**src/rtl/dec_fp_pkg.sv**
```systemverilog
// Shared decimal floating-point constants: BCD digit width, digit literals,
// rounding-mode encodings and the round-up decision used by the rounding unit.
package dec_fp_pkg;

  localparam int         BCD_DIGIT_W = 4;
  localparam logic [3:0] BCD_NINE    = 4'h9;
  localparam logic [3:0] BCD_ONE     = 4'h1;
  localparam logic [3:0] BCD_FIVE    = 4'h5;

  typedef enum logic [2:0] {
    RM_RNE = 3'd0,
    RM_RNA = 3'd1,
    RM_RTZ = 3'd2,
    RM_RUP = 3'd3,
    RM_RDN = 3'd4
  } rnd_mode_e;

  // Unused encodings fall through to round-to-nearest-even.
  function automatic logic round_up(input logic [2:0] mode, input logic [3:0] rnd,
                                    input logic sticky, input logic lsd_odd,
                                    input logic sign);
    logic inexact;
    logic up;
    inexact = (rnd != 4'h0) || sticky;
    case (mode)
      RM_RNA:  up = (rnd >= BCD_FIVE);
      RM_RTZ:  up = 1'b0;
      RM_RUP:  up = inexact && !sign;
      RM_RDN:  up = inexact && sign;
      default: up = (rnd > BCD_FIVE) || ((rnd == BCD_FIVE) && (sticky || lsd_odd));
    endcase
    return up;
  endfunction

endpackage

```
**src/rtl/bcd_incrementer.sv**
```systemverilog
// Adds a single increment to a packed BCD significand; cout flags the
// all-nines wrap to zero.
module bcd_incrementer
  import dec_fp_pkg::*;
#(
  parameter int DIGITS = 7
) (
  input  logic [BCD_DIGIT_W*DIGITS-1:0] a,
  input  logic                          inc,
  output logic [BCD_DIGIT_W*DIGITS-1:0] sum,
  output logic                          cout
);

  logic carry;

  // NOTE: 'carry' ripples digit to digit inside one evaluation, so it must use
  // blocking assignments here; sequential state uses non-blocking only.
  always_comb begin
    carry = inc;
    sum   = '0;
    for (int i = 0; i < DIGITS; i++) begin
      if (carry && (a[i*BCD_DIGIT_W +: BCD_DIGIT_W] == BCD_NINE)) begin
        sum[i*BCD_DIGIT_W +: BCD_DIGIT_W] = 4'h0;
      end else begin
        sum[i*BCD_DIGIT_W +: BCD_DIGIT_W] = a[i*BCD_DIGIT_W +: BCD_DIGIT_W] + {3'b000, carry};
        carry = 1'b0;
      end
    end
    cout = carry;
  end

endmodule

```
**src/rtl/decimal_round_unit.sv**
```systemverilog
// Two-stage BCD rounding unit: S1 normalises the adder carry and decides the
// round-up, S2 applies the increment. Define DRU_INEXACT_CNT_EN for the counter.
module decimal_round_unit
  import dec_fp_pkg::*;
#(
  parameter int DIGITS     = 7,
  parameter int GRS_DIGITS = 3
) (
  input  logic                           clk,
  input  logic                           rst_n,
  input  logic                           in_valid,
  output logic                           in_ready,
  input  logic [4*DIGITS-1:0]            in_sig,
  input  logic [4*GRS_DIGITS-1:0]        in_grs,
  input  logic [3:0]                     in_cout,
  input  logic                           in_sign,
  input  logic [2:0]                     in_mode,
  output logic                           out_valid,
  input  logic                           out_ready,
  output logic [4*DIGITS-1:0]            out_sig,
  output logic [1:0]                     out_exp_inc,
  output logic                           out_inexact,
  output logic [15:0]                    inexact_cnt
);

  localparam int SW = BCD_DIGIT_W * DIGITS;
  localparam int GW = BCD_DIGIT_W * GRS_DIGITS;

  logic          s1_valid_q, s1_valid_d;
  logic [SW-1:0] s1_sig_q, s1_sig_d;
  logic          s1_inc_q, s1_inc_d;
  logic          s1_shift_q, s1_shift_d;
  logic          s1_inexact_q, s1_inexact_d;
  logic          s2_valid_q, s2_valid_d;
  logic [SW-1:0] out_sig_q, out_sig_d;
  logic [1:0]    out_exp_inc_q, out_exp_inc_d;
  logic          out_inexact_q, out_inexact_d;

  logic          shift, lost_nz, sticky, inexact, round_inc;
  logic [SW-1:0] norm_sig;
  logic [GW-1:0] rem;
  logic [3:0]    rnd_digit;
  logic          s1_adv, accept, s2_load;
  logic [SW-1:0] inc_sum;
  logic          inc_cout;

  // A carry digit of one pushes every digit down one place; the grs LSD drops
  // off the end but must still count toward sticky.
  // NOTE: every output of this block gets a value on every path, so no latch.
  always_comb begin
    shift     = (in_cout == BCD_ONE);
    norm_sig  = in_sig;
    rem       = in_grs;
    lost_nz   = 1'b0;
    if (shift) begin
      norm_sig = {in_cout, in_sig[SW-1:BCD_DIGIT_W]};
      rem      = {in_sig[BCD_DIGIT_W-1:0], in_grs[GW-1:BCD_DIGIT_W]};
      lost_nz  = |in_grs[BCD_DIGIT_W-1:0];
    end
    rnd_digit = rem[GW-1 -: BCD_DIGIT_W];
    sticky    = (|rem[GW-BCD_DIGIT_W-1:0]) || lost_nz;
    inexact   = (rnd_digit != 4'h0) || sticky;
    round_inc = round_up(in_mode, rnd_digit, sticky, norm_sig[0], in_sign);
  end

  assign s1_adv   = !s2_valid_q || out_ready;
  assign in_ready = !s1_valid_q || s1_adv;
  assign accept   = in_valid && in_ready;
  assign s2_load  = s1_valid_q && s1_adv;

  bcd_incrementer #(.DIGITS(DIGITS)) u_inc (
    .a    (s1_sig_q),
    .inc  (s1_inc_q),
    .sum  (inc_sum),
    .cout (inc_cout)
  );

  always_comb begin
    s1_valid_d    = s1_valid_q;
    s1_sig_d      = s1_sig_q;
    s1_inc_d      = s1_inc_q;
    s1_shift_d    = s1_shift_q;
    s1_inexact_d  = s1_inexact_q;
    s2_valid_d    = s2_valid_q;
    out_sig_d     = out_sig_q;
    out_exp_inc_d = out_exp_inc_q;
    out_inexact_d = out_inexact_q;
    if (in_ready) s1_valid_d = in_valid;
    if (accept) begin
      s1_sig_d     = norm_sig;
      s1_inc_d     = round_inc;
      s1_shift_d   = shift;
      s1_inexact_d = inexact;
    end
    if (s1_adv) s2_valid_d = s1_valid_q;
    // Output registers only move on a real transfer so a stalled result holds.
    if (s2_load) begin
      out_sig_d     = inc_cout ? {BCD_ONE, {(SW-BCD_DIGIT_W){1'b0}}} : inc_sum;
      out_exp_inc_d = {1'b0, s1_shift_q} + {1'b0, inc_cout};
      out_inexact_d = s1_inexact_q;
    end
  end

  // NOTE: state updates use non-blocking assignments so every flop samples
  // pre-edge values regardless of statement order.
  always_ff @(posedge clk or negedge rst_n) begin
    if (!rst_n) begin
      s1_valid_q    <= 1'b0;
      s1_sig_q      <= '0;
      s1_inc_q      <= 1'b0;
      s1_shift_q    <= 1'b0;
      s1_inexact_q  <= 1'b0;
      s2_valid_q    <= 1'b0;
      out_sig_q     <= '0;
      out_exp_inc_q <= '0;
      out_inexact_q <= 1'b0;
    end else begin
      s1_valid_q    <= s1_valid_d;
      s1_sig_q      <= s1_sig_d;
      s1_inc_q      <= s1_inc_d;
      s1_shift_q    <= s1_shift_d;
      s1_inexact_q  <= s1_inexact_d;
      s2_valid_q    <= s2_valid_d;
      out_sig_q     <= out_sig_d;
      out_exp_inc_q <= out_exp_inc_d;
      out_inexact_q <= out_inexact_d;
    end
  end

  assign out_valid   = s2_valid_q;
  assign out_sig     = out_sig_q;
  assign out_exp_inc = out_exp_inc_q;
  assign out_inexact = out_inexact_q;

`ifdef DRU_INEXACT_CNT_EN
  logic [15:0] inexact_cnt_q, inexact_cnt_d;

  always_comb begin
    inexact_cnt_d = inexact_cnt_q;
    if (s2_valid_q && out_ready && out_inexact_q && (inexact_cnt_q != 16'hFFFF))
      inexact_cnt_d = inexact_cnt_q + 16'd1;
  end

  always_ff @(posedge clk or negedge rst_n) begin
    if (!rst_n) inexact_cnt_q <= '0;
    else        inexact_cnt_q <= inexact_cnt_d;
  end

  assign inexact_cnt = inexact_cnt_q;
`else
  assign inexact_cnt = 16'h0000;
`endif

endmodule

```
**config.mk**
```make
export PLATFORM = sky130hd
export DESIGN_NAME = decimal_round_unit
export DESIGN_NICKNAME = d
export VERILOG_FILES = /design/src/rtl/dec_fp_pkg.sv /design/src/rtl/bcd_incrementer.sv /design/src/rtl/decimal_round_unit.sv
export SDC_FILE = /design/constraint.sdc
export NUM_CORES = 1
export LEC_CHECK = 0
export ABC_AREA = 1
export CAP_MARGIN = 20
export CORE_ASPECT_RATIO = 0.7
export CORE_MARGIN = 2
export CORE_UTILIZATION = 51
export CTS_BUF_LIST = sky130_fd_sc_hd__clkbuf_4
export CTS_CLUSTER_SIZE = 30
export DETAILED_ROUTE_END_ITERATION = 8
export PLACE_DENSITY = 0.89
export SLEW_MARGIN = 0
export SYNTH_ARGS = -nofsm -noshare
export SYNTH_HDL_FRONTEND = slang
export SYNTH_HIERARCHICAL = 1
export SYNTH_SLANG_ARGS = --single-unit
```
**constraint.sdc**
```tcl
create_clock -name clk -period 2.9 [get_ports clk]
set_clock_uncertainty 0.2 [all_clocks]
set_input_delay 0.87 -clock clk [delete_from_list [all_inputs] [get_ports clk]]
set_output_delay 0.87 -clock clk [all_outputs]
set_load 0.01 [all_outputs]
```
==> results of run 1 <==
[flip-flops by register name (all words and copies together) (netlist names)]
| register | flops |
|---|---|
| out_sig | 28 |
| out_exp_inc | 2 |
| s1_sig_q | 28 |
| s1_inc_q | 1 |
| out_valid | 1 |
| out_inexact | 1 |
| s1_inexact_q | 1 |
| s1_valid_q | 1 |
| s1_shift_q | 1 |
[worst register-to-register path, cell delays in order (launching register included)]
cell,delay (ns)
dfrtp_1,0.45
inv_1,0.07
nand3_1,0.10
nor2_4,0.20
nand3_4,0.17
nor3b_4,0.36
ha_1,0.25
ha_1,0.18
xor2_1,0.14
nand2_1,0.06
inv_1,0.05
nand2_1,0.05
o21ai_0,0.18
[final timing paths]
kind,to,slack (ns),cells after the start
max,in_ready,0.1,4
min,out_sig[23],0.29,2
max reg2reg,out_sig[22],0.35,12
min reg2reg,out_sig[23],0.29,2
max in group asynchronous,s1_sig_q[3],1.58,2
min in group asynchronous,out_exp_inc[0],0.41,2
[per-layer routing]
metal / GRT usage, % / up-vias / part of all wire (%)
met5: 0 / - / 0
met2: 34.2 / 159 / 43
li1: - / 1756 / -
met4: 6.15 / 0 / 1.1
met1: 33.2 / 1570 / 48
met3: 5.70 / 10 / 7.7
[stage by stage]
step	std cells	total power [mW]	util [%]	worst slack, ns	hold WS, ns
after floorplan	527	1.76	-	0.660	0.270
after global placement	685	2.24	65.1	-0.169	0.265
after detailed placement	685	2.29	65.1	-0.172	0.273
after CTS	700	2.92	67.0	0.0868	0.298
after global routing	700	3.10	67.0	0.0409	0.313
final	700	2.91	67.0	0.0985	0.292
[cell families after synthesis]
family / count (synthesis) / share of synthesized area [%]
AND/OR/NAND/NOR: 248 / 29.5
buffers and inverters: 89 / 10.5
AO/OA/AOI/OAI: 80 / 10.4
flip-flops: 64 / 41.2
XOR/XNOR: 15 / 3.38
adder cells (fa/ha/maj): 15 / 4.83
other: 1 / 0.0966
[layout by cell type (no fill, tap or decap), types with 2 or more instances in the layout]
| master | instances |
|---|---|
| nand2_1 | 140 |
| clkdlybuf4s50_1 | 82 |
| dfrtp_1 | 64 |
| nor2_1 | 55 |
| inv_1 | 49 |
| a21oi_1 | 46 |
| o21ai_0 | 32 |
| nand3_1 | 20 |
| conb_1 | 16 |
| ha_1 | 15 |
| buf_4 | 10 |
| xor2_1 | 10 |
| nand2_2 | 9 |
| clkbuf_4 | 9 |
| clkinv_1 | 5 |
| xnor2_1 | 5 |
| nor2_4 | 4 |
| inv_2 | 4 |
| nor2_2 | 4 |
| nor3_1 | 3 |
| nand3b_1 | 2 |
| or2_2 | 2 |
| bufinv_16 | 2 |
| nand3_4 | 2 |
| nor3_4 | 2 |
[report_power, final]
part           leakage (nW)  switching (mW)  internal, mW
Clock                0.0759           0.305         0.334
Sequential            0.750           0.181          1.10
Combinational          1.67           0.471         0.517
Total                  2.49           0.957          1.96
[cell type report]
type	count	area, um^2
clock buffers	9	67.6
clock inverters	6	75.1
fillers	619	2420
inverters	54	203
multi-input cells	374	1930
flip-flops and latches	64	1600
well taps	98	123
repair buffers	95	930
[what timing repair did]
item | in CTS | in global routing
resized for setup | 1 | 0
setup endpoints to repair | 1 | 0
hold buffers | 0 | 0
==> results.cfg, run 1 <==
[run_status]
status = finished, final reports clean

[setup_path]
worstPathMaxFanout = 2
path_cells = clkdlybuf4s50_1 -> inv_1 -> nand3_1 -> dlygate4sd2_1
crit_path_end_kind = output port
arrival_ns = 1.73
critical_path_class = in -> out
startpoint_type = primary input
cp.required_ns = 1.83
worst_path_dominant_cell_family = buffers and inverters
rr_startpoint = s1_sig_q[1]
cp_slowest_cell = clkdlybuf4s50_1
path_buf_inv = 3
cp_slowest_stage_delay_ns = 0.46
crit_start = out_ready

[placed_design]
post_dp_cell_area_um2 = 4790
dp_hpwl_mm = 6.91
io_buffer_count = 84
gp_congestion = 0.867

[synthesis]
yosysSeqAreaShare_pct = 41.2
yosys.cell_count.top_type = nand2_1
synth.avg_cell_area_um2 = 7.59
synthFlopType = dfrtp_1
synth_cell_types = 33
synthTopCellsByArea = dfrtp_1 (41%), nand2_1 (14%), a21oi_1 (5.9%)
synth_common_cells = nand2_1 (140), dfrtp_1 (64), nor2_1 (55), inv_1 (49), a21oi_1 (46)
synth_top_area_cell = dfrtp_1
yosysWarnings = 6
syn_inst = 512
synth_seq_cells = 64
syn_area_um2 = 3880
synth-edff-count = 0
async_flop_share_pct = 100
synth.top_cell.area_share_pct = 41.2

[detailed_routing]
num_vias = 3495
drtIter0Drc = 196
drt_wl_total_mm = 8.92
wl_per_cell_um = 12.7
antenna_left = 0
dr.pass1.iters = 5
drc = 0
viasPerCell = 4.99

[timing]
period_share_pct = 96.6
drv_slew = 0
clock.fmax_mhz = 357
hold_viol = 0
rsz0062_at_grt = false
setup_viol = 0
slew_headroom_pct = 48.9
period_needed_ns = 2.80
tns_ns = 0
worst_pin_slew_ns = 0.767

[floorplan]
ioPinCount = 101
coreArea_um2 = 7350
die_w_um = 108
initial_core_util_pct = 52.8
rows = 26
fp.dieH_um = 77.0
die_area_um2 = 8340

[worst_hold_path]
hold_class = reg -> reg
worstHoldStart = out_sig[23]

[layout]
syn2layout_area_growth_pct = 26.9
design_area_um2 = 4930
drive_above_1_share_pct = 8.97
n_antenna_cell = 0
nets = 665

[global_routing]
antenna_found_initial = 0
grt_max_degree = 65
grt-ovfl-total = 0
grt_use_total_pct = 22.9
grt_pass1_vias = 3225
grt_pass1_wl_mm = 15.0

[cts]
cts_sinks = 64
h-tree-depth = 3
cts_root_buf = clkbuf_4
post_cts_buffers = 0
cts_buffer_depth = 2
clkTransAtPathRegs_ns = 0.10
cts_tree = yes
clkLatencyLatePin_ns = 0.41
cts_buffers = 9

[flow_run]
cap_viol_max_count = 0

[power_and_ir_drop]
power.density_nw_per_um2 = 591
p_leak_nw = 2.49
peakVddDrop_mv = 0.333
Note: power is estimated with default switching activity, not from simulation.
==> run 2: changes to the inputs <==
--- a/config.mk
+++ b/config.mk
@@ -7,10 +7,10 @@
 export LEC_CHECK = 0
 export ABC_AREA = 1
 export CAP_MARGIN = 20
-export CORE_ASPECT_RATIO = 0.7
+export CORE_ASPECT_RATIO = 1.4
 export CORE_MARGIN = 2
 export CORE_UTILIZATION = 51
-export CTS_BUF_LIST = sky130_fd_sc_hd__clkbuf_4
+export CTS_BUF_LIST = sky130_fd_sc_hd__clkbuf_4 sky130_fd_sc_hd__clkbuf_8
 export CTS_CLUSTER_SIZE = 30
 export DETAILED_ROUTE_END_ITERATION = 8
 export PLACE_DENSITY = 0.89
==> run 2 against run 1 <==
Sequential cell count is the same. Design area up 1.3%. Worst setup slack lost 0.021 ns. Clock-buffer cell count is 5 higher. Utilization rose by 0.82 points. Final cell count is 0.14% higher. Routed wire length fell by 3.9%. Via count about the same. Die area about the same. Highest routed layer unchanged.
==> results.cfg, run 2 (synthesized netlist as in run 1, its figures left out) <==
[floorplan]
coreArea_um2 = 7360
rows = 37
die_area_um2 = 8340
ioPinCount = 101
fp.dieH_um = 107
die_w_um = 77.8
initial_core_util_pct = 52.8

[cts]
cts_sinks = 64
cts_root_buf = clkbuf_8
h-tree-depth = 3
cts_buffers = 9
cts_tree = yes
clkTransAtPathRegs_ns = 0.07
cts_buffer_depth = 2
clkLatencyLatePin_ns = 0.35

[detailed_routing]
viasPerCell = 4.98
num_vias = 3492
drt_wl_total_mm = 8.57
drc = 0
wl_per_cell_um = 12.2
dr.pass1.iters = 4
antenna_left = 0
drtIter0Drc = 217

[worst_hold_path]
hold_class = in -> async

[placed_design]
dp_hpwl_mm = 6.55
gp_congestion = 0.841
io_buffer_count = 84

[run_status]
status = finished, final reports clean

[setup_path]
startpoint_type = primary input
crit_start = out_ready
cp_slowest_cell = clkdlybuf4s50_1
cp_slowest_stage_delay_ns = 0.46
crit_path_end_kind = output port
rr_startpoint = s1_sig_q[1]
cp.required_ns = 1.83
reg2reg_to = out_sig[22]
arrival_ns = 1.75
worstPathMaxFanout = 2
path_buf_inv = 3
worst_path_dominant_cell_family = buffers and inverters
r2r_cells = 12
reg2reg_slack_ns = 0.39
critical_path_class = in -> out
path_cells = clkdlybuf4s50_1 -> inv_1 -> nand3_1 -> dlygate4sd2_1

[power_and_ir_drop]
power.density_nw_per_um2 = 602
total_power_mw = 3.00
p_leak_nw = 2.53
peakVddDrop_mv = 0.287

[global_routing]
grt_pass1_wl_mm = 14.7
grt-ovfl-total = 0
grt_pass1_vias = 3375
grt_max_degree = 37
grt_use_total_pct = 22.1
antenna_found_initial = 0

[layout]
drive_above_1_share_pct = 9.93
n_antenna_cell = 0
syn2layout_area_growth_pct = 28.6
nets = 666
layout_commonest_cell = nand2_1
final_cell_mix = nand2_1 (140), clkdlybuf4s50_1 (82), dfrtp_1 (64), nor2_1 (55), inv_1 (49)

[timing]
setup_viol = 0
rsz0062_at_grt = false
worst_hold_slack_ns = 0.269
clock.fmax_mhz = 354
period_share_pct = 97.3
period_needed_ns = 2.82
hold_viol = 0
drv_slew = 0

[flow_run]
cap_viol_max_count = 0
[run 2: cell types whose count changed in the layout (fill, tap and decap cells not counted), sizes merged]
cell,delta
clkbuf,+5
bufinv,-2
clkinv,-2
buf,+1
[run 2: metrics by stage]
stage	util [%]	cell area, um^2	TNS [ns]	std cells	setup slack (ns)
final	67.9	4990	0	701	0.0771
after global routing	67.9	4990	0	701	0.0322
after CTS	67.9	4990	0	701	0.0687
after detailed placement	65.1	4790	-0.193	685	-0.193
after global placement	65.1	4790	-0.148	685	-0.148
after floorplan	-	3940	0	527	0.660
[run 2: worst max path at each step]
stage               slack (ns)  cells after the start     endpoint
finish                    0.08                      4     in_ready
global placement         -0.15                      4     in_ready
global route              0.03                      4     in_ready
floorplan                 0.66                     12  out_sig[22]
CTS                       0.07                      4     in_ready
detailed placement       -0.19                      4     in_ready
[run 2: worst reg2reg max path: cells and delay by family, from the launching register on]
kind	cells	cell delay [ns]
simple gates	6	0.97
fa+ha+maj	2	0.41
flops	1	0.41
compound gates	1	0.16
xor+xnor	1	0.15
buf+inv	2	0.12
[run 2: timing repair]
item / 4_1_cts / 5_1_grt
hold buffers: 0 / 0
resized for setup: 1 / 0
setup endpoints to repair: 1 / 0
hold endpoints to repair: 0 / 0
setup buffers: 0 / 0
[run 2: metal layers]
layer	up-vias	part of all wire (%)	GRT usage [%]
li1	1762	-	-
met1	1605	40	25.1
met2	111	52	39.3
met3	14	5.3	5.03
met4	0	2.4	9.69
met5	-	0	0
[run 2: power by group]
group / switching (mW) / internal (mW) / total [mW] / leakage (nW)
clock: 0.327 / 0.424 / 0.751 / 0.108
sequential: 0.164 / 1.11 / 1.27 / 0.750
combinational: 0.467 / 0.516 / 0.983 / 1.67
[run 2: final cells by class]
| cell class | count | area (um^2) |
|---|---|---|
| fillers | 577 | 2370 |
| well taps | 97 | 121 |
| flip-flops and latches | 64 | 1600 |
| inverters | 54 | 203 |
| multi-input cells | 374 | 1930 |
| clock inverters | 2 | 10.0 |
| clock buffers | 14 | 193 |
| repair buffers | 96 | 937 |
